[src/rtl/sha256_msg_server.sv]
`default_nettype none
// ============================================================================
//  Module      : sha256_msg_server
//  Description : Bus responder that serves 32-bit SHA-256 message words for a
//                double-SHA-256 of a Bitcoin header. It holds the 76-byte
//                header (no nonce), a nonce counter and the first-pass digest,
//                and assembles header chunk 0, header chunk 1 (nonce plus
//                padding) and the second-pass digest block on demand.
//  Revision    : 1.0 - initial release
// ============================================================================
module sha256_msg_server #(
  parameter int LATENCY = 1
) (
  input  logic         clk,
  input  logic         rst_n,
  // header loader
  input  logic         ld_start,
  input  logic         ld_valid,
  input  logic [7:0]   ld_byte,
  output logic         hdr_valid,
  // nonce controller
  input  logic         nonce_load,
  input  logic [31:0]  nonce_in,
  input  logic         nonce_inc,
  output logic [31:0]  nonce_out,
  output logic         nonce_wrap,
  // block selection and first-pass digest
  input  logic [1:0]   chunk_sel,
  input  logic [255:0] digest_in,
  // word-fetch bus
  input  logic [3:0]   addr,
  input  logic         rq,
  output logic         rdy,
  output logic [31:0]  data
);

  // Wait-counter preload; LATENCY is limited to 1..15 so 4 bits suffice.
  localparam logic [3:0]  C_LAT_M1     = 4'(LATENCY - 1);
  localparam int          C_HDR_WORDS  = 19;
  localparam logic [6:0]  C_LAST_BYTE  = 7'd75;
  localparam logic [6:0]  C_HDR_BYTES  = 7'd76;
  localparam logic [31:0] C_PAD_ONE    = 32'h8000_0000;
  localparam logic [31:0] C_LEN_HDR    = 32'h0000_0280;  // 640-bit message
  localparam logic [31:0] C_LEN_DIGEST = 32'h0000_0100;  // 256-bit message

  typedef enum logic [1:0] {
    S_IDLE = 2'd0,
    S_WAIT = 2'd1,
    S_RESP = 2'd2,
    S_HOLD = 2'd3
  } state_t;

  // Header storage and loader state
  logic [31:0] r_hdr [0:C_HDR_WORDS-1];
  logic [6:0]  r_byte_cnt;
  logic        r_hdr_valid;

  // Nonce counter
  logic [31:0] r_nonce;
  logic        r_nonce_wrap;

  // Responder state
  state_t      r_state;
  logic [3:0]  r_wait_cnt;
  logic [31:0] r_word;
  logic        r_rdy;
  logic [31:0] r_data;

  // Combinational helpers
  logic [4:0]  w_wr_word;
  logic [4:0]  w_wr_lsb;
  logic [31:0] w_nonce_swap;
  logic [2:0]  w_dig_sel;
  logic [31:0] w_word;

  assign hdr_valid  = r_hdr_valid;
  assign nonce_out  = r_nonce;
  assign nonce_wrap = r_nonce_wrap;
  assign rdy        = r_rdy;
  assign data       = r_data;

  // Byte n lands in word n/4; lane 0 is the most significant byte.
  assign w_wr_word = r_byte_cnt[6:2];
  assign w_wr_lsb  = {~r_byte_cnt[1:0], 3'b000};

  // The nonce sits little-endian in the header, so it is byte-swapped into
  // the big-endian message word.
  assign w_nonce_swap = {r_nonce[7:0], r_nonce[15:8], r_nonce[23:16], r_nonce[31:24]};

  // Digest word 0 occupies the top 32 bits, so word n starts at bit 32*(7-n).
  assign w_dig_sel = ~addr[2:0];

  // Header loader: big-endian byte packing, bytes past the 76th are dropped.
  always_ff @(posedge clk or negedge rst_n) begin
    if (!rst_n) begin
      r_byte_cnt  <= '0;
      r_hdr_valid <= 1'b0;
      for (int i = 0; i < C_HDR_WORDS; i++) begin
        r_hdr[i] <= '0;
      end
    end else if (ld_start) begin
      r_byte_cnt  <= '0;
      r_hdr_valid <= 1'b0;
    end else if (ld_valid && (r_byte_cnt < C_HDR_BYTES)) begin
      r_hdr[w_wr_word][w_wr_lsb +: 8] <= ld_byte;
      r_byte_cnt                      <= r_byte_cnt + 7'd1;
      if (r_byte_cnt == C_LAST_BYTE) begin
        r_hdr_valid <= 1'b1;
      end
    end
  end

  // Nonce counter: load beats increment; wrap flag is a registered pulse.
  always_ff @(posedge clk or negedge rst_n) begin
    if (!rst_n) begin
      r_nonce      <= '0;
      r_nonce_wrap <= 1'b0;
    end else if (nonce_load) begin
      r_nonce      <= nonce_in;
      r_nonce_wrap <= 1'b0;
    end else if (nonce_inc) begin
      r_nonce      <= r_nonce + 32'd1;
      r_nonce_wrap <= (r_nonce == 32'hFFFF_FFFF);
    end else begin
      r_nonce_wrap <= 1'b0;
    end
  end

  // Word map: selects the message word for the current chunk and address.
  always_comb begin
    w_word = '0;
    case (chunk_sel)
      2'd0: begin
        w_word = r_hdr[{1'b0, addr}];
      end
      2'd1: begin
        case (addr)
          4'd0:    w_word = r_hdr[16];
          4'd1:    w_word = r_hdr[17];
          4'd2:    w_word = r_hdr[18];
          4'd3:    w_word = w_nonce_swap;
          4'd4:    w_word = C_PAD_ONE;
          4'd15:   w_word = C_LEN_HDR;
          default: w_word = '0;
        endcase
      end
      2'd2: begin
        if (!addr[3]) begin
          w_word = digest_in[{w_dig_sel, 5'b00000} +: 32];
        end else if (addr == 4'd8) begin
          w_word = C_PAD_ONE;
        end else if (addr == 4'd15) begin
          w_word = C_LEN_DIGEST;
        end else begin
          w_word = '0;
        end
      end
      default: begin
        w_word = '0;
      end
    endcase
  end

  // Responder FSM: latch on acceptance, pulse rdy once, then wait for rq low.
  always_ff @(posedge clk or negedge rst_n) begin
    if (!rst_n) begin
      r_state    <= S_IDLE;
      r_wait_cnt <= '0;
      r_word     <= '0;
      r_rdy      <= 1'b0;
      r_data     <= '0;
    end else begin
      case (r_state)
        S_IDLE: begin
          r_rdy  <= 1'b0;
          r_data <= '0;
          if (rq) begin
            r_word <= w_word;
            if (LATENCY == 1) begin
              r_state <= S_RESP;
              r_rdy   <= 1'b1;
              r_data  <= w_word;
            end else begin
              r_state    <= S_WAIT;
              r_wait_cnt <= C_LAT_M1;
            end
          end
        end
        S_WAIT: begin
          // A request withdrawn during the wait is dropped silently.
          if (!rq) begin
            r_state <= S_IDLE;
          end else if (r_wait_cnt == 4'd1) begin
            r_state <= S_RESP;
            r_rdy   <= 1'b1;
            r_data  <= r_word;
          end else begin
            r_wait_cnt <= r_wait_cnt - 4'd1;
          end
        end
        S_RESP: begin
          r_rdy   <= 1'b0;
          r_data  <= '0;
          r_state <= S_HOLD;
        end
        S_HOLD: begin
          r_rdy  <= 1'b0;
          r_data <= '0;
          if (!rq) begin
            r_state <= S_IDLE;
          end
        end
        default: begin
          r_state <= S_IDLE;
          r_rdy   <= 1'b0;
          r_data  <= '0;
        end
      endcase
    end
  end

endmodule
`default_nettype wire

[config.mk]
export PLATFORM = sky130hd
export DESIGN_NAME = sha256_msg_server
export DESIGN_NICKNAME = d
export VERILOG_FILES = /design/src/rtl/sha256_msg_server.sv
export SDC_FILE = /design/constraint.sdc
export NUM_CORES = 1
export LEC_CHECK = 0
export CORE_UTILIZATION = 52
export CTS_BUF_LIST = sky130_fd_sc_hd__clkbuf_16
export DETAILED_ROUTE_END_ITERATION = 8
export PLACE_DENSITY = 0.81
export SLEW_MARGIN = 20
export SYNTH_ARGS = -nofsm -noshare
export SYNTH_HDL_FRONTEND = slang
export SYNTH_SLANG_ARGS = --single-unit
[constraint.sdc]
create_clock -name clk -period 2.2 [get_ports clk]
set_input_delay 0.44 -clock clk [delete_from_list [all_inputs] [get_ports clk]]
set_output_delay 0.44 -clock clk [all_outputs]
set_load 0.01 [all_outputs]
Word-level counts from Yosys, hierarchy flattened:

Index checks and enable logic that the tools add are counted.

* flip-flop bits (word level): 720
* input bits: 309
* output and inout bits: 67
* word-level logic and storage cells: 112

* add/subtract/negate cells: 4
* $lt $le $gt $ge: 4
* eq/ne operators: 19
* shift operators: 3
* multiplexer cells: 33
* bitwise operators: 6
* reduce and logical (&&, ||, !) cells: 15

Operators by type and width (number)
* 608-bit bitwise mux: 1
* 32-bit 2-to-1 mux: 10
* 256-bit by 9-bit variable part select with 32-bit output: 1
* 32-bit case mux with 3 select lines: 2
* 32-bit case mux with 6 select lines: 1
* 32-bit binary-select mux with 5-bit select: 1
* 32-bit demux with 5-bit select: 1
* 32-bit by 1-bit adder with 32-bit output (second input constant): 1
* 32-bit == test (second input constant): 1
* 8-bit by 7-bit variable shift with 32-bit output (first input constant): 1
* 8-bit by 7-bit variable part select with 32-bit output: 1
* 7-bit 2-to-1 mux: 2
* 6-bit >= comparator (second input constant): 2
* 9-bit 2-to-1 mux: 1
* 4-bit by 1-bit == test with 1-bit output (second input constant): 2
* 4-bit by 2-bit == test with 1-bit output (second input constant): 2
* 4-bit == test (second input constant): 2
* 1-bit 2-to-1 mux: 8
* 2-bit 2-to-1 mux: 4
* 2-bit inequality test (second input constant): 4
* 2-bit case mux with 4 select lines: 1
* 2-bit AND reduction: 4
* 7-bit by 1-bit adder with 7-bit output (second input constant): 1
* 7-bit == test (second input constant): 1
* 20 further kinds: 29

Logic depth before layout (Yosys ltp):

* depth after elaboration: 7
* gate-level depth with buffers: 10
* gate-level depth less buffers: 6

Worst setup path after synthesis:

Ideal clock, no wire load.

* path type: reg2reg
* start: register r_byte_cnt[0]
* end: register r_hdr[157] in the netlist's numbering
* library setup time: 0.065 ns
* arrival time: 2.252 ns
* data required time: 2.135 ns
* setup slack: -0.117 ns
* stages on the path, launching flop included: 8
* buffers on the path: 2
* period minus slack after synthesis: 2.317 ns
* cell sequence: dfrtp_1 > inv_1 > ha_1 > nor3_1 > clkbuf_1 > and2_0 > clkbuf_1 > mux2_2

* cells in the longest elaborated chain, start to end: 6
* elaborated cells on any way between the ends: 10
* classes of those cells: add/sub (1); order compare (1); shift (2); mux (3); bitwise (1); reduce/logical (2)

RTL lines
* start: declaration: RTL line 55 `logic [6:0] r_byte_cnt;`
* start signal: assignment: RTL line 106 `r_byte_cnt <= r_byte_cnt + 7'd1;`
* 2-bit NOT: RTL line 84 `assign w_wr_lsb = {~r_byte_cnt[1:0], 3'b000};`
* 5-bit negator with 7-bit output: RTL line 105 `r_hdr[w_wr_word][w_wr_lsb +: 8] <= ld_byte;`
* 8-bit by 7-bit variable shift with 32-bit output: RTL line 105
* 32-bit 2-to-1 mux (implied by the code): RTL line 105
* 32-bit demux with 5-bit select: RTL line 105
* 608-bit bitwise mux: RTL line 105
* end signal: indexed assignment: RTL line 105
* end: declaration: RTL line 54 `logic [31:0] r_hdr [0:C_HDR_WORDS-1];`

Parallel ways exist; a longest one is shown, timed or not.
A chain may end at the register's enable or synchronous reset.

Worst setup path in the final report:

* start: input addr[2]
* end: register r_data[22], in the netlist data[22]

* cells in the longest elaborated chain, start to end: 7
* elaborated cells on any way between the ends: 17
* classes of those cells: eq/ne (5); shift (1); mux (8); bitwise (2); reduce/logical (1)

RTL lines
* start: declaration: RTL line 31 `input logic [3:0] addr,`
* branches (longest 4 deep; another with 256-bit by 9-bit variable part select with 32-bit output)
* 32-bit case mux with 3 select lines (*): RTL line 132 `case (chunk_sel)`
* 32-bit 2-to-1 mux (*): RTL line 177 `if (rq) begin`
* 32-bit case mux with 3 select lines (*): RTL line 173 `case (r_state)`
* end signal: assignment: RTL line 182 `r_data <= w_word;`
* end signal: assignment: RTL line 196 `r_data <= r_word;`
* end: declaration: RTL line 67 `logic [31:0] r_data;`

Mark *: on every way between the ends. The select of a mux whose other input is x is not followed.

==> results.json <==
{
  "status": "finished with violations",
  "violations": "setup timing",
  "drt_iter0_markers": 3196,
  "drt_pre_antenna_iters": 6,
  "hold_class": "input port to asynchronous set/reset pin",
  "synth_cells": 2862,
  "cp_top_family": "compound AO/OA/AOI/OAI gates",
  "ant_nets": 0,
  "rrSetupSlack_ns": 0.09,
  "critPathMaxFanout": 19,
  "synth_edf_count": 0,
  "rsz0062_at_grt": "true",
  "synthArstFlopShare_pct": 100,
  "antenna_found_initial": 4,
  "avgSynthCellArea_um2": 12.5,
  "ys.flop_type": "dfrtp_1",
  "ys_warn_count": 0,
  "post-route-min-period_ns": 2.22,
  "p_leak_nw": 21.3,
  "regToRegEndpoint": "r_hdr[537]",
  "grt_overflow_total": 0,
  "totalWireLength_um": 115000,
  "path_clk_slew_ns": 0.06,
  "setup_tns_ns": -0.0364,
  "port_buffers": 375,
  "finalHoldViolCount": 0,
  "cp.required_ns": 2.77,
  "grt_use_total_pct": 33.3,
  "max_stage_delay_ns": 0.61,
  "synth.most_common_cell": "dfrtp_1",
  "via_per_inst": 6.32,
  "start_util_pct": 52.9,
  "die_area_mm2": 0.0698,
  "end_kind": "flop",
  "hpwl_um": 83600,
  "synth.ff_latch_count": 720,
  "power.density_mw_per_mm2": 680,
  "synth_cell_types": 66,
  "drc": 0,
  "rr_worst_depth": 8,
  "cts.sinks": 720,
  "gp_congestion": 0.925,
  "post_cts_buffers": 0,
  "grt_max_degree": 113,
  "num_vias": 27900,
  "synthesis.area_mm2": 0.0357,
  "max_freq_ghz": 0.450,
  "skew_ns": 0.0289,
  "critPathKind": "input port to flop",
  "insertion_delay_ns": 0.63,
  "cts_tree": "built",
  "stdcell_area_mm2": 0.0464,
  "max_cap_viol_count": 0,
  "syn_to_final_growth_pct": 29.9,
  "finalSetupViolCount": 2,
  "ys_top_cells_by_area": "dfrtp_1, mux2_2, mux4_2",
  "drive_gt1_share_pct": 34.7,
  "die-height_um": 264,
  "rr_startpoint": "r_byte_cnt[5]",
  "io_pins": 376,
  "ys_top_cells_by_count": "dfrtp_1, mux2_2, nand2_1, mux2i_1, o21ai_0",
  "path_cells": "clkdlybuf4s50_1 -> buf_12 -> or3b_2 -> o22ai_1 -> a22oi_1 -> a31oi_1 -> a211o_1",
  "worst_slack_ns": -0.0219,
  "syn-num-nets": 3179,
  "synth.largest_area_cell": "dfrtp_1",
  "root_buffer": "clkbuf_16",
  "tightest_slew_ns": 0.638,
  "htree_levels": 3,
  "num-nets-final": 3797,
  "slew_violations": 0,
  "clockBufferDepth": 3,
  "crit_path_start_kind": "input port",
  "critPathBufInv": 2,
  "yosysSeqAreaShare_pct": 50.4,
  "wire_per_inst_um": 26.2,
  "post-route-period-util_pct": 101,
  "die_w_um": 264,
  "worstPathArrival_ns": 2.79,
  "crit_path_top_delay_cell": "or3b_2",
  "rows": 95,
  "max_slew_margin_pct": 57.5,
  "grt_pass1_vias": 29200,
  "cts_buffers": 73,
  "core_area_mm2": 0.0675,
  "grt_pass1_wl_um": 177000,
  "synth_top_area_share_pct": 50.4,
  "peakVddDrop_mv": 0.483,
  "final_util_pct": 68.7,
  "dpl_cell_area_mm2": 0.0440,
  "nFillCells": 4432
}
==> power breakdown <==
part	internal (mW)	switching [mW]	total, mW
Sequential	13.8	0.508	14.3
Combinational	2.24	2.74	4.98
Clock	7.05	5.24	12.3
==> through the flow <==
stage               hold WS (ns)  power [mW]  cells  setup WS [ns]
detailed placement         0.313        19.4   4277         -0.620
CTS                        0.253        31.5   4405      0.0000400
floorplan                  0.144        16.4   2862     0.00000688
global placement           0.313        19.2   4277         -0.485
global route               0.281        32.4   4405       -0.00388
finish                     0.259        31.5   4406        -0.0219
==> sequential cells by signal (all words and copies together), names as in the netlist <==
name / count
r_hdr: 608
data: 32
nonce_out: 32
r_word: 32
r_byte_cnt: 7
r_wait_cnt: 4
r_state: 2
hdr_valid: 1
nonce_wrap: 1
rdy: 1
==> per-layer routing <==
layer,vias to the layer above,global-route usage [%],share of wire (%)
met5,-,0,0
met4,0,11.0,2.9
met3,236,7.93,9.7
met2,1616,52.7,47
met1,14300,45.4,40
li1,11700,-,-
==> worst max path at each step <==
stage                             start       endpoint  slack [ns]  cells after the start
after global placement          addr[2]       data[22]       -0.48                      7
after floorplan           r_byte_cnt[0]     r_hdr[134]    0.000007                      7
after global routing            addr[2]       data[22]      -0.004                      7
final                           addr[2]       data[22]       -0.02                      7
after CTS                 nonce_out[24]  nonce_out[24]     0.00004                      1
after detailed placement        addr[2]        data[3]       -0.62                      7
==> placed cells by master, fill, tap and decap left out, drive strengths merged, types with 6 or more instances in the layout <==
cell type / count
a211o: 6
a21o: 9
a21oi: 60
a22o: 12
a22oi: 112
a31oi: 6
and2: 35
and3: 50
buf: 368
bufinv: 7
clkbuf: 76
clkdlybuf4s50: 366
clkinv: 26
dfrtp: 720
ha: 8
inv: 27
mux2: 514
mux2i: 149
mux4: 127
nand2: 343
nand3: 39
nand4: 14
nor2: 98
nor2b: 10
nor3: 13
nor3b: 30
nor4: 12
o211ai: 23
o21ai: 152
o22ai: 9
o31ai: 21
xnor2: 26
xor2: 12
==> logic make-up after synthesis <==
group / Yosys count / share of synthesized area, %
XOR/XNOR: 38 / 0.932
AO/OA/AOI/OAI: 427 / 7.89
flip-flops: 720 / 50.4
buffers and inverters: 208 / 2.77
AND/OR/NAND/NOR: 671 / 9.27
adder cells (fa/ha/maj): 8 / 0.280
multiplexers: 790 / 28.4
==> worst reg2reg max path, stage by stage (launching register included) <==
cell and delay [ns]:
dfrtp_2 0.48, a211oi_2 0.22, o21a_1 0.17, buf_4 0.17, nand2_2 0.08, buf_12 0.17
nor2_4 0.20, buf_12 0.15, mux2_2 0.34
==> area by class of cell <==
class | count | area, um^2 | area share, %
flip-flops and latches | 720 | 18000 | 38.9
multi-input cells | 1934 | 16800 | 36.3
repair buffers | 740 | 8080 | 17.4
clock buffers | 76 | 1900 | 4.10
well taps | 873 | 1090 | 2.35
clock inverters | 51 | 417 | 0.898
inverters | 11 | 41.3 | 0.0890
diodes | 1 | 2.50 | 0.00539
==> what timing repair did <==
item	CTS	global route
hold buffers	1	0
resized for setup	6	19
endpoints found under the setup margin	6	407
hold endpoints to repair	106	0
(Power assumes the default switching activity.)
